==> src/rtl/calc_pkg.sv <==
// Shared encodings for the calculator engine: modes, per-mode op codes and FSM states.
package calc_pkg;

    localparam logic [1:0] MODE_ARITH = 2'd0;
    localparam logic [1:0] MODE_LOGIC = 2'd1;
    localparam logic [1:0] MODE_CMP   = 2'd2;
    localparam logic [1:0] MODE_RSVD  = 2'd3;

    localparam logic [1:0] OP_ADD = 2'd0;
    localparam logic [1:0] OP_SUB = 2'd1;
    localparam logic [1:0] OP_MUL = 2'd2;
    localparam logic [1:0] OP_DIV = 2'd3;

    localparam logic [1:0] OP_AND = 2'd0;
    localparam logic [1:0] OP_OR  = 2'd1;
    localparam logic [1:0] OP_XOR = 2'd2;
    localparam logic [1:0] OP_NOT = 2'd3;

    localparam logic [1:0] OP_EQ  = 2'd0;
    localparam logic [1:0] OP_GT  = 2'd1;
    localparam logic [1:0] OP_LT  = 2'd2;
    localparam logic [1:0] OP_MAX = 2'd3;

    typedef enum logic [1:0] {
        IDLE   = 2'd0,
        RUN    = 2'd1,
        FINISH = 2'd2
    } state_e;

    function automatic logic is_iterative(input logic [1:0] mode, input logic [1:0] op);
        return (mode == MODE_ARITH) && ((op == OP_MUL) || (op == OP_DIV));
    endfunction

endpackage

==> src/rtl/calc_muldiv.sv <==
// Iterative shift-add multiplier and restoring divider sharing one W-cycle counter.
module calc_muldiv
    import calc_pkg::*;
#(
    parameter int W = 4
) (
    input  logic           clk_i,
    input  logic           rst_ni,
    input  logic           start_i,
    input  logic           div_i,
    input  logic [W-1:0]   a_i,
    input  logic [W-1:0]   b_i,
    output logic           done_o,
    output logic [2*W-1:0] result_o
);

    localparam int CW = $clog2(W + 1);

    // hi holds the running partial product (mul) or partial remainder (div);
    // lo holds the multiplier being consumed (mul) or the quotient being built (div).
    logic [W:0]    hi_q, hi_d;
    logic [W-1:0]  lo_q, lo_d;
    logic [W-1:0]  opnd_q, opnd_d;
    logic [CW-1:0] cnt_q, cnt_d;
    logic          div_q, div_d;
    logic          busy_q, busy_d;

    logic [W:0] sum_s;
    logic [W:0] shift_s;
    logic [W:0] trial_s;

    // Next-state: load on start, then one multiply or divide step per cycle.
    always_comb begin
        hi_d    = hi_q;
        lo_d    = lo_q;
        opnd_d  = opnd_q;
        cnt_d   = cnt_q;
        div_d   = div_q;
        busy_d  = busy_q;
        sum_s   = hi_q + (lo_q[0] ? {1'b0, opnd_q} : {(W+1){1'b0}});
        shift_s = {hi_q[W-1:0], lo_q[W-1]};
        trial_s = shift_s - {1'b0, opnd_q};
        if (start_i) begin
            hi_d   = {(W+1){1'b0}};
            lo_d   = div_i ? a_i : b_i;
            opnd_d = div_i ? b_i : a_i;
            cnt_d  = CW'(W);
            div_d  = div_i;
            busy_d = 1'b1;
        end else if (busy_q) begin
            if (div_q) begin
                if (!trial_s[W]) begin
                    hi_d = trial_s;
                    lo_d = {lo_q[W-2:0], 1'b1};
                end else begin
                    hi_d = shift_s;
                    lo_d = {lo_q[W-2:0], 1'b0};
                end
            end else begin
                hi_d = {1'b0, sum_s[W:1]};
                lo_d = {sum_s[0], lo_q[W-1:1]};
            end
            cnt_d  = cnt_q - CW'(1);
            busy_d = (cnt_q != CW'(1));
        end else begin
            busy_d = 1'b0;
        end
    end

    // Datapath and counter registers.
    always_ff @(posedge clk_i) begin
        if (!rst_ni) begin
            hi_q   <= {(W+1){1'b0}};
            lo_q   <= {W{1'b0}};
            opnd_q <= {W{1'b0}};
            cnt_q  <= {CW{1'b0}};
            div_q  <= 1'b0;
            busy_q <= 1'b0;
        end else begin
            hi_q   <= hi_d;
            lo_q   <= lo_d;
            opnd_q <= opnd_d;
            cnt_q  <= cnt_d;
            div_q  <= div_d;
            busy_q <= busy_d;
        end
    end

    assign done_o   = busy_q && (cnt_q == CW'(1));
    assign result_o = {hi_q[W-1:0], lo_q};

endmodule

==> src/rtl/calc_engine.sv <==
// W-bit arithmetic/logical/compare engine with push-button mode select and a
// START/BUSY/DONE handshake; results and flags hold until the next completion.
module calc_engine
    import calc_pkg::*;
#(
    parameter int W = 4
) (
    input  logic           CLK,
    input  logic           RST_N,
    input  logic [1:0]     KEY_N,
    input  logic           START,
    input  logic [W-1:0]   A,
    input  logic [W-1:0]   B,
    input  logic [1:0]     OP,
    output logic [1:0]     MODE,
    output logic [2*W-1:0] RESULT,
    output logic           OVF,
    output logic           DIV0,
    output logic           BUSY,
    output logic           DONE
);

    logic [1:0] key_s1_q, key_s2_q, key_s3_q;
    logic [1:0] press_s;
    logic [1:0] mode_q, mode_d;

    state_e         state_q, state_d;
    logic [W-1:0]   a_q, b_q;
    logic [1:0]     op_q, cmode_q;
    logic [2*W-1:0] result_q;
    logic           ovf_q, div0_q, done_q, busy_q;

    logic           cap_s, load_s, md_start_s, md_done_s;
    logic [2*W-1:0] md_result_s;
    logic [2*W-1:0] res_s;
    logic           ovf_s, div0_s;
    logic [W:0]     sum_s;
    logic [W-1:0]   diff_s;

    // Falling edge of a synchronized key; both keys together cancel out.
    assign press_s = key_s3_q & ~key_s2_q;

    // Mode step from key presses.
    always_comb begin
        mode_d = mode_q;
        case (press_s)
            2'b01:   mode_d = mode_q + 2'd1;
            2'b10:   mode_d = mode_q - 2'd1;
            default: mode_d = mode_q;
        endcase
    end

    // Key synchronizer, edge register and mode register.
    always_ff @(posedge CLK) begin
        if (!RST_N) begin
            key_s1_q <= 2'b11;
            key_s2_q <= 2'b11;
            key_s3_q <= 2'b11;
            mode_q   <= MODE_ARITH;
        end else begin
            key_s1_q <= KEY_N;
            key_s2_q <= key_s1_q;
            key_s3_q <= key_s2_q;
            mode_q   <= mode_d;
        end
    end

    // Control FSM; a divide by zero skips iteration and finishes directly.
    always_comb begin
        state_d    = state_q;
        cap_s      = 1'b0;
        load_s     = 1'b0;
        md_start_s = 1'b0;
        case (state_q)
            IDLE: begin
                if (START) begin
                    cap_s = 1'b1;
                    if (is_iterative(mode_q, OP) && !((OP == OP_DIV) && (B == {W{1'b0}}))) begin
                        md_start_s = 1'b1;
                        state_d    = RUN;
                    end else begin
                        state_d = FINISH;
                    end
                end else begin
                    state_d = IDLE;
                end
            end
            RUN: begin
                if (md_done_s) begin
                    state_d = FINISH;
                end else begin
                    state_d = RUN;
                end
            end
            FINISH: begin
                load_s  = 1'b1;
                state_d = IDLE;
            end
            default: state_d = IDLE;
        endcase
    end

    // Result and flags from the captured operands.
    always_comb begin
        res_s  = {(2*W){1'b0}};
        ovf_s  = 1'b0;
        div0_s = 1'b0;
        sum_s  = {1'b0, a_q} + {1'b0, b_q};
        diff_s = a_q - b_q;
        case (cmode_q)
            MODE_ARITH: begin
                case (op_q)
                    OP_ADD: begin
                        res_s = {{(W-1){1'b0}}, sum_s};
                        ovf_s = sum_s[W];
                    end
                    OP_SUB: begin
                        res_s = {{W{diff_s[W-1]}}, diff_s};
                        ovf_s = (a_q < b_q);
                    end
                    OP_MUL: res_s = md_result_s;
                    OP_DIV: begin
                        if (b_q == {W{1'b0}}) begin
                            res_s  = {(2*W){1'b1}};
                            div0_s = 1'b1;
                        end else begin
                            res_s = md_result_s;
                        end
                    end
                    default: res_s = {(2*W){1'b0}};
                endcase
            end
            MODE_LOGIC: begin
                case (op_q)
                    OP_AND:  res_s = {{W{1'b0}}, a_q & b_q};
                    OP_OR:   res_s = {{W{1'b0}}, a_q | b_q};
                    OP_XOR:  res_s = {{W{1'b0}}, a_q ^ b_q};
                    OP_NOT:  res_s = {{W{1'b0}}, ~a_q};
                    default: res_s = {(2*W){1'b0}};
                endcase
            end
            MODE_CMP: begin
                case (op_q)
                    OP_EQ:   res_s = {{(2*W-1){1'b0}}, (a_q == b_q)};
                    OP_GT:   res_s = {{(2*W-1){1'b0}}, (a_q > b_q)};
                    OP_LT:   res_s = {{(2*W-1){1'b0}}, (a_q < b_q)};
                    OP_MAX:  res_s = {{W{1'b0}}, (a_q > b_q) ? a_q : b_q};
                    default: res_s = {(2*W){1'b0}};
                endcase
            end
            default: res_s = {(2*W){1'b0}};
        endcase
    end

    // State, operand capture and held output registers.
    always_ff @(posedge CLK) begin
        if (!RST_N) begin
            state_q  <= IDLE;
            a_q      <= {W{1'b0}};
            b_q      <= {W{1'b0}};
            op_q     <= 2'd0;
            cmode_q  <= MODE_ARITH;
            result_q <= {(2*W){1'b0}};
            ovf_q    <= 1'b0;
            div0_q   <= 1'b0;
            done_q   <= 1'b0;
            busy_q   <= 1'b0;
        end else begin
            state_q <= state_d;
            busy_q  <= (state_d != IDLE);
            done_q  <= load_s;
            if (cap_s) begin
                a_q     <= A;
                b_q     <= B;
                op_q    <= OP;
                cmode_q <= mode_q;
            end
            if (load_s) begin
                result_q <= res_s;
                ovf_q    <= ovf_s;
                div0_q   <= div0_s;
            end
        end
    end

    calc_muldiv #(.W(W)) u_muldiv (
        .clk_i    (CLK),
        .rst_ni   (RST_N),
        .start_i  (md_start_s),
        .div_i    (OP == OP_DIV),
        .a_i      (A),
        .b_i      (B),
        .done_o   (md_done_s),
        .result_o (md_result_s)
    );

    assign MODE   = mode_q;
    assign RESULT = result_q;
    assign OVF    = ovf_q;
    assign DIV0   = div0_q;
    assign BUSY   = busy_q;
    assign DONE   = done_q;

endmodule

==> config.mk <==
export PLATFORM = sky130hd
export DESIGN_NAME = calc_engine
export DESIGN_NICKNAME = d
export VERILOG_FILES = /design/src/rtl/calc_pkg.sv /design/src/rtl/calc_muldiv.sv /design/src/rtl/calc_engine.sv
export SDC_FILE = /design/constraint.sdc
export NUM_CORES = 1
export LEC_CHECK = 0
export BUFFER_PORTS_ARGS = -buffer_cell sky130_fd_sc_hd__buf_4
export CAP_MARGIN = 20
export CORE_MARGIN = 2
export CORE_UTILIZATION = 50
export DETAILED_ROUTE_END_ITERATION = 8
export GPL_TIMING_DRIVEN = 0
export PLACE_DENSITY = 0.74
export SYNTH_ARGS = -nofsm -noshare
export SYNTH_HDL_FRONTEND = slang
export SYNTH_SLANG_ARGS = --single-unit
==> constraint.sdc <==
create_clock -name CLK -period 2.8 [get_ports CLK]
set_input_delay 0.28 -clock CLK [delete_from_list [all_inputs] [get_ports CLK]]
set_output_delay 0.28 -clock CLK [all_outputs]
set_load 0.005 [all_outputs]
# == Yosys cells after proc, flatten, opt, wreduce, memory -nomap -nowiden ==
# Index checks and enable logic that the tools add are counted.
# word_totals
reg_bits,52
inputBits,15
output_inout_bits,14
word_cells,102
# classes
add_sub_neg,7
order_cmp,2
eq_ne,14
muxes,35
bitwise_logic,7
reduce_logical,16
# op_table
cell,count
$pmux 8 s4,3
$mux 4,7
$pmux 8 s3,1
$eq 2x2->1 const B,7
$mux 1,13
$mux 5,2
$eq 2x1->1 const B,4
$logic_not 2->1,4
$logic_not 4->1,2
$mux 8,1
$pmux 2 s2,2
$mux 2,3
$mux 3,2
$reduce_bool 2->1,3
$add 4x4->5,1
$add 5x5->5,1
$sub 5x4->5,1
$and 4x4->4,1
$eq 4x4->1,1
$gt 4x4->1,1
$logic_and 1x1->1,4
$lt 4x4->1,1
$not 4->4,1
$or 4x4->4,1
14 further kinds,14

# == Longest topological paths before layout ==
# logic_depth
depth_word,8
ltp_mapped,13
depth_no_buf,12

# == Modules after synthesis ==
# From an unflattened synthesis, not the netlist that was laid out.
# unflattened
hier_cells,390
hier_area_um2,3330.7
# modules_own_cells
mod,n_inst,cells_per_inst,area_each_um2,seq_area_each_um2
calc_engine,1,235,1999.4,680.7
calc_muldiv,1,155,1331.3,360.3

# == Worst setup path after synthesis ==
# No wires, ideal clock.
# synth_path
path_kind,reg2reg
startpoint,reg a_q[1]
endpoint,"reg result_q[1], in the netlist RESULT[1]"
setup_time_ns,0.117
t_arrival_ns,2.161
required_time_ns,2.683
setup_slack_ns,0.522
stages_incl_launch_ff,8
path_buffers,0
period_less_slack_ns,2.278
cell_sequence,dfxtp_1 > inv_1 > ha_1 > or4_4 > o31ai_4 > mux2i_1 > a211o_1 > a32o_1
# synth_via
elab_chain_len,4
elab_cells_between_ends,12
classes_between,add/sub: 2; order compare: 1; mux: 5; bitwise: 4
# synth_lines
item,line,source
start: declaration,calc_engine.sv:28,"logic [W-1:0] a_q, b_q;"
start signal: assignment,calc_engine.sv:159,a_q <= {W{1'b0}};
$gt 4x4->1,calc_engine.sv:147,"OP_MAX: res_s = {{W{1'b0}}, (a_q > b_q) ? a_q : b_q};"
$mux 4,calc_engine.sv:147,
$pmux 8 s4,calc_engine.sv:143,case (op_q)
$pmux 8 s3 *,calc_engine.sv:110,case (cmode_q)
end signal: assignment,calc_engine.sv:163,result_q <= {(2*W){1'b0}};
end signal: assignment,calc_engine.sv:179,result_q <= res_s;
end: declaration,calc_engine.sv:30,logic [2*W-1:0] result_q;
# Mark *: on every way between the ends. The rest lies on a longest branch, timed or not. The select of a mux whose other input is x is not followed.
# A chain may end at the register's enable or synchronous reset.

# == Worst setup path after layout ==
# Ends and elaborated chain as after synthesis.

==> results.tsv <==
stage	metric	value	unit
layout	area_growth_syn_to_layout	12.07	%
floorplan	core_area	6386	um^2
sta	timing.final.setup_violations	0	
placed_design	globalplace.congestion	0.8870	
logic_synthesis	mappedNetlistNets	443	
worst_setup_path	worst_path_max_delay_cell	sky130_fd_sc_hd__or4_4	
logic_synthesis	synth.top_cell.area_share	31.38	%
routing	ant_nets	0	
sta	post-route-min-period	2.520	ns
logic_synthesis	synth_top_cell_by_area	sky130_fd_sc_hd__dfxtp_1	
layout	fin_nets	478	
clocking	cts_made_buffers	5	
sta	layout_worst_path_cycle_share	90.02	%
status	result_of_the_run	complete, no violations	
placed_design	placed_instances	505	
worst_setup_path	setup.worst_path.class	reg2reg	
logic_synthesis	synthesis.area	3317	um^2
sta	max-slew-margin-rel	63.24	%
logic_synthesis	post_synth.cell_area_avg	8.292	um^2
worst_setup_path	worst-path-max-fanout	6	
logic_synthesis	yosysSeqAreaShare	31.38	%
sta	hold-worst-slack	0.1476	ns
worst_setup_path	reg2reg_setup_slack	0.28	ns
floorplan	placementRows	29	
logic_synthesis	asyncSetResetFlopFracSynth	0	%
layout	seq_area	1041	um^2
pwr	power.net_switching	0.0006173	W
worst_setup_path	r2r_end	RESULT[1]	
clocking	clock_tree.buffer_depth	2	
layout	drive_gt1_share	10.55	%
routing	drt_iter0_markers	179	
routing	route.final.wire_length	7860	um
min_path	hold_path_class	in2reg	
worst_setup_path	critPathMaxStageDelay	0.56	ns
floorplan	die_width	85.45	um
worst_setup_path	critPathTopFamily	compound AO/OA/AOI/OAI gates	
clocking	cts.sinks	52	
clocking	cts_clock_pin_slew_for_the_worst_setup_and_hold_paths	0.10	ns
global_route	antenna_violations_before_repair	0	
floorplan	total_i_o_pin_count	29	
layout	multi_input_gate_area	2079	um^2
pwr	power_frac_comb	28.5	%
worst_setup_path	timing.critical_path.cells	inv_1 > ha_1 > or4_4 > o31ai_4 > mux2i_1 > a211o_1 > a32o_1	
clocking	tritoncts_clock_tree	done	
layout	antenna_cells_inserted	0	
clocking	cts.hold.buffers_added	0	
logic_synthesis	yosys.cell_types.count	52	
clocking	clock_latency	0.31	ns
global_route	grt_remaining_overflow	0	
run	cap_violations	0	
sta	skew	0.008063	ns
global_route	first_global_vias	2799	
pwr	power_frac_clock	25.0	%
pwr	worst_ir_drop_vdd	0.0002996	V
worst_setup_path	worst_setup_path_startpoint	a_q[1]	
routing	pre_antenna_drt_iters	5	
worst_setup_path	cp-start-kind	flip-flop	
global_route	global_route.usage.total	22.96	%
worst_setup_path	setup.worst_path.end	RESULT[1]	
sta	final-hold-violation-count	0	
pwr	netSwitchingFraction	33.97	%
sta	fmax	396.8	MHz
logic_synthesis	most_used_flip_flop_cell_after_synthesis	sky130_fd_sc_hd__dfxtp_1	
sta	worst_pin_slew	0.5477	ns
pwr	power.leakage	1.562	nW
floorplan	start_util	51.94	%
logic_synthesis	synth_enable_flop_cells	0	
worst_setup_path	cp_data_required_time	3.01	ns
layout	number_of_fill_cells_in_the_layout	618	
routing	drt-wirelength-per-cell	15.32	um
layout	post_layout_nonfiller_instances	513	
global_route	grt_first_pass_wirelength	13480	um
pwr	internal_power	0.001200	W
routing	num_vias	2939	
placed_design	port_buffers	28	
sta	unrepaired_setup_endpoints_after_global_routing	false	
logic_synthesis	ys_ff_latch	52	
floorplan	die_height	85.45	um
pwr	share_seq_of_total_power	46.5	%
floorplan	die_area	7302	um^2
worst_setup_path	endpoint_kind	flip-flop	
logic_synthesis	netlist_instances	400	
worst_setup_path	timing.reg2reg.worst_path_depth	7	
pwr	power.density_cell_area	488.9	nW/um^2
sta	final.setup.worst_slack	0.2795	ns
placed_design	pre_cts_ws	0.3021	ns
logic_synthesis	ys_top_cells_by_area	sky130_fd_sc_hd__dfxtp_1 31%, sky130_fd_sc_hd__ha_1 9.1%, sky130_fd_sc_hd__nand2_1 5.8%	
logic_synthesis	ys_warn_count	0	
global_route	grt_max_degree	19	
placed_design	post-dp-hpwl	6256	um
clocking	htreeDepth	2	
routing	drc_errors	0	
worst_setup_path	timing.critical_path.arrival	2.73	ns
clocking	post_cts_resize_count	0	
sta	timing.final.max_slew_violations	0	
routing	drt-vias-per-instance	5.729	
sta	tns	0	ns
worst_setup_path	crit-reg2reg-launch	a_q[1]	
clocking	postCtsSetupRepairBufs	0	
worst_setup_path	path_buf_inv	1	
worst_setup_path	critical_path_depth	7	
clocking	clock_root_buffer_master	sky130_fd_sc_hd__clkbuf_8	
sequential cells by signal, summed over array words and instances, names as in the netlist:
signal / cells
RESULT: 8
u_muldiv.hi_q: 5
a_q: 4
b_q: 4
u_muldiv.lo_q: 4
u_muldiv.opnd_q: 4
u_muldiv.cnt_q: 3
MODE: 2
cmode_q: 2
key_s1_q: 2
key_s2_q: 2
key_s3_q: 2
op_q: 2
state_q: 2
BUSY: 1
DIV0: 1
DONE: 1
OVF: 1
u_muldiv.busy_q: 1
u_muldiv.div_q: 1
cells by family (layout without fill, tap and decap cells):
family                     Yosys count  count (layout)  share of synthesized area (%)
adders and majority gates           28              28                          11.47
xor gates and xnor gates             9               9                          2.377
buffers and inverters               50              86                          5.922
muxes                               13              13                          5.470
AOI/OAI and AO/OA                   96              96                          20.22
DFF                                 52              52                          31.38
and+or+nand+nor                    152             152                          23.16
cell usage after synthesis (4+ instances only):
master,number
sky130_fd_sc_hd__a211oi_1,5
sky130_fd_sc_hd__a21boi_0,14
sky130_fd_sc_hd__a21oi_1,19
sky130_fd_sc_hd__a31oi_1,5
sky130_fd_sc_hd__and2_1,9
sky130_fd_sc_hd__clkbuf_1,20
sky130_fd_sc_hd__dfxtp_1,52
sky130_fd_sc_hd__fa_1,4
sky130_fd_sc_hd__ha_1,24
sky130_fd_sc_hd__inv_1,27
sky130_fd_sc_hd__mux2i_1,8
sky130_fd_sc_hd__mux4_2,4
sky130_fd_sc_hd__nand2_1,51
sky130_fd_sc_hd__nand2b_1,16
sky130_fd_sc_hd__nand3_1,24
sky130_fd_sc_hd__nand3b_1,5
sky130_fd_sc_hd__nor2_1,19
sky130_fd_sc_hd__nor2b_1,9
sky130_fd_sc_hd__nor3b_1,4
sky130_fd_sc_hd__o211a_1,9
sky130_fd_sc_hd__o211ai_1,8
sky130_fd_sc_hd__o21ai_0,15
sky130_fd_sc_hd__xnor2_1,7
cell usage in the layout (no fill, tap or decap), types with 7 or more instances in the layout:
master / instances
sky130_fd_sc_hd__nand3_1: 24
sky130_fd_sc_hd__a21boi_0: 14
sky130_fd_sc_hd__dfxtp_1: 52
sky130_fd_sc_hd__a21oi_1: 19
sky130_fd_sc_hd__o21ai_0: 15
sky130_fd_sc_hd__mux2i_1: 8
sky130_fd_sc_hd__nand2_1: 51
sky130_fd_sc_hd__nor2_1: 19
sky130_fd_sc_hd__o211a_1: 9
sky130_fd_sc_hd__buf_4: 28
sky130_fd_sc_hd__clkbuf_1: 20
sky130_fd_sc_hd__inv_1: 27
sky130_fd_sc_hd__o211ai_1: 8
sky130_fd_sc_hd__ha_1: 24
sky130_fd_sc_hd__nor2b_1: 9
sky130_fd_sc_hd__xnor2_1: 7
sky130_fd_sc_hd__nand2b_1: 16
sky130_fd_sc_hd__and2_1: 9
area by class of cell:
cell class / instances / share of cell area, %
plain buffers: 22 / 2.457
clock buffers: 5 / 1.851
clock inverters: 3 / 0.6732
inverters: 28 / 2.827
multi-input cells: 298 / 55.94
flip-flops and latches: 52 / 28.00
well taps: 77 / 2.592
repair buffers: 28 / 5.655
power by group through the flow:
stage | clock network, W | logic (W) | registers [W]
after floorplan | 0 | 0.000383 | 0.000845
after global placement | 0 | 0.000504 | 0.000860
after detailed placement | 0 | 0.000513 | 0.000862
after CTS | 0.000462 | 0.000516 | 0.000845
after global routing | 0.000498 | 0.000584 | 0.000855
final | 0.000454 | 0.000518 | 0.000845
worst reg2reg max path: cells and delay by family, from the launching register on:
family          cells  cell delay (ns)
fa+ha+maj           1             0.37
compound gates      3             0.70
buf+inv             1             0.12
simple gates        1             0.56
flops               1             0.51
mux                 1             0.16
metrics by stage:
step / util, % / area, um^2 / power (W)
2_1_floorplan: - / 3317 / 0.001228
3_3_place_gp: 56.74 / 3623 / 0.001364
6_report: 58.21 / 3717 / 0.001817
4_1_cts: 58.21 / 3717 / 0.001824
5_1_grt: 58.21 / 3717 / 0.001937
3_5_place_dp: 56.74 / 3623 / 0.001376
how the worst min path moves through the flow:
stage / slack (ns) / from / endpoint / cells after the start
after floorplan: 0.38 / KEY_N[0] / key_s1_q[0] / 1
after global placement: 0.39 / key_s1_q[0] / key_s2_q[0] / 1
after detailed placement: 0.40 / key_s1_q[1] / key_s2_q[1] / 1
after CTS: 0.15 / KEY_N[1] / key_s1_q[1] / 2
after global routing: 0.13 / KEY_N[1] / key_s1_q[1] / 2
final: 0.15 / KEY_N[1] / key_s1_q[1] / 2
routing by layer:
layer / share of wire [%] / global-route usage, % / vias to the layer above
li1: - / - / 1468
met1: 49 / 33.41 / 1359
met2: 43 / 35.94 / 102
met3: 6.4 / 3.599 / 10
met4: 1.0 / 5.051 / 0
met5: 0 / 0 / -
No activity file was read; power rests on OpenSTA's default activity.
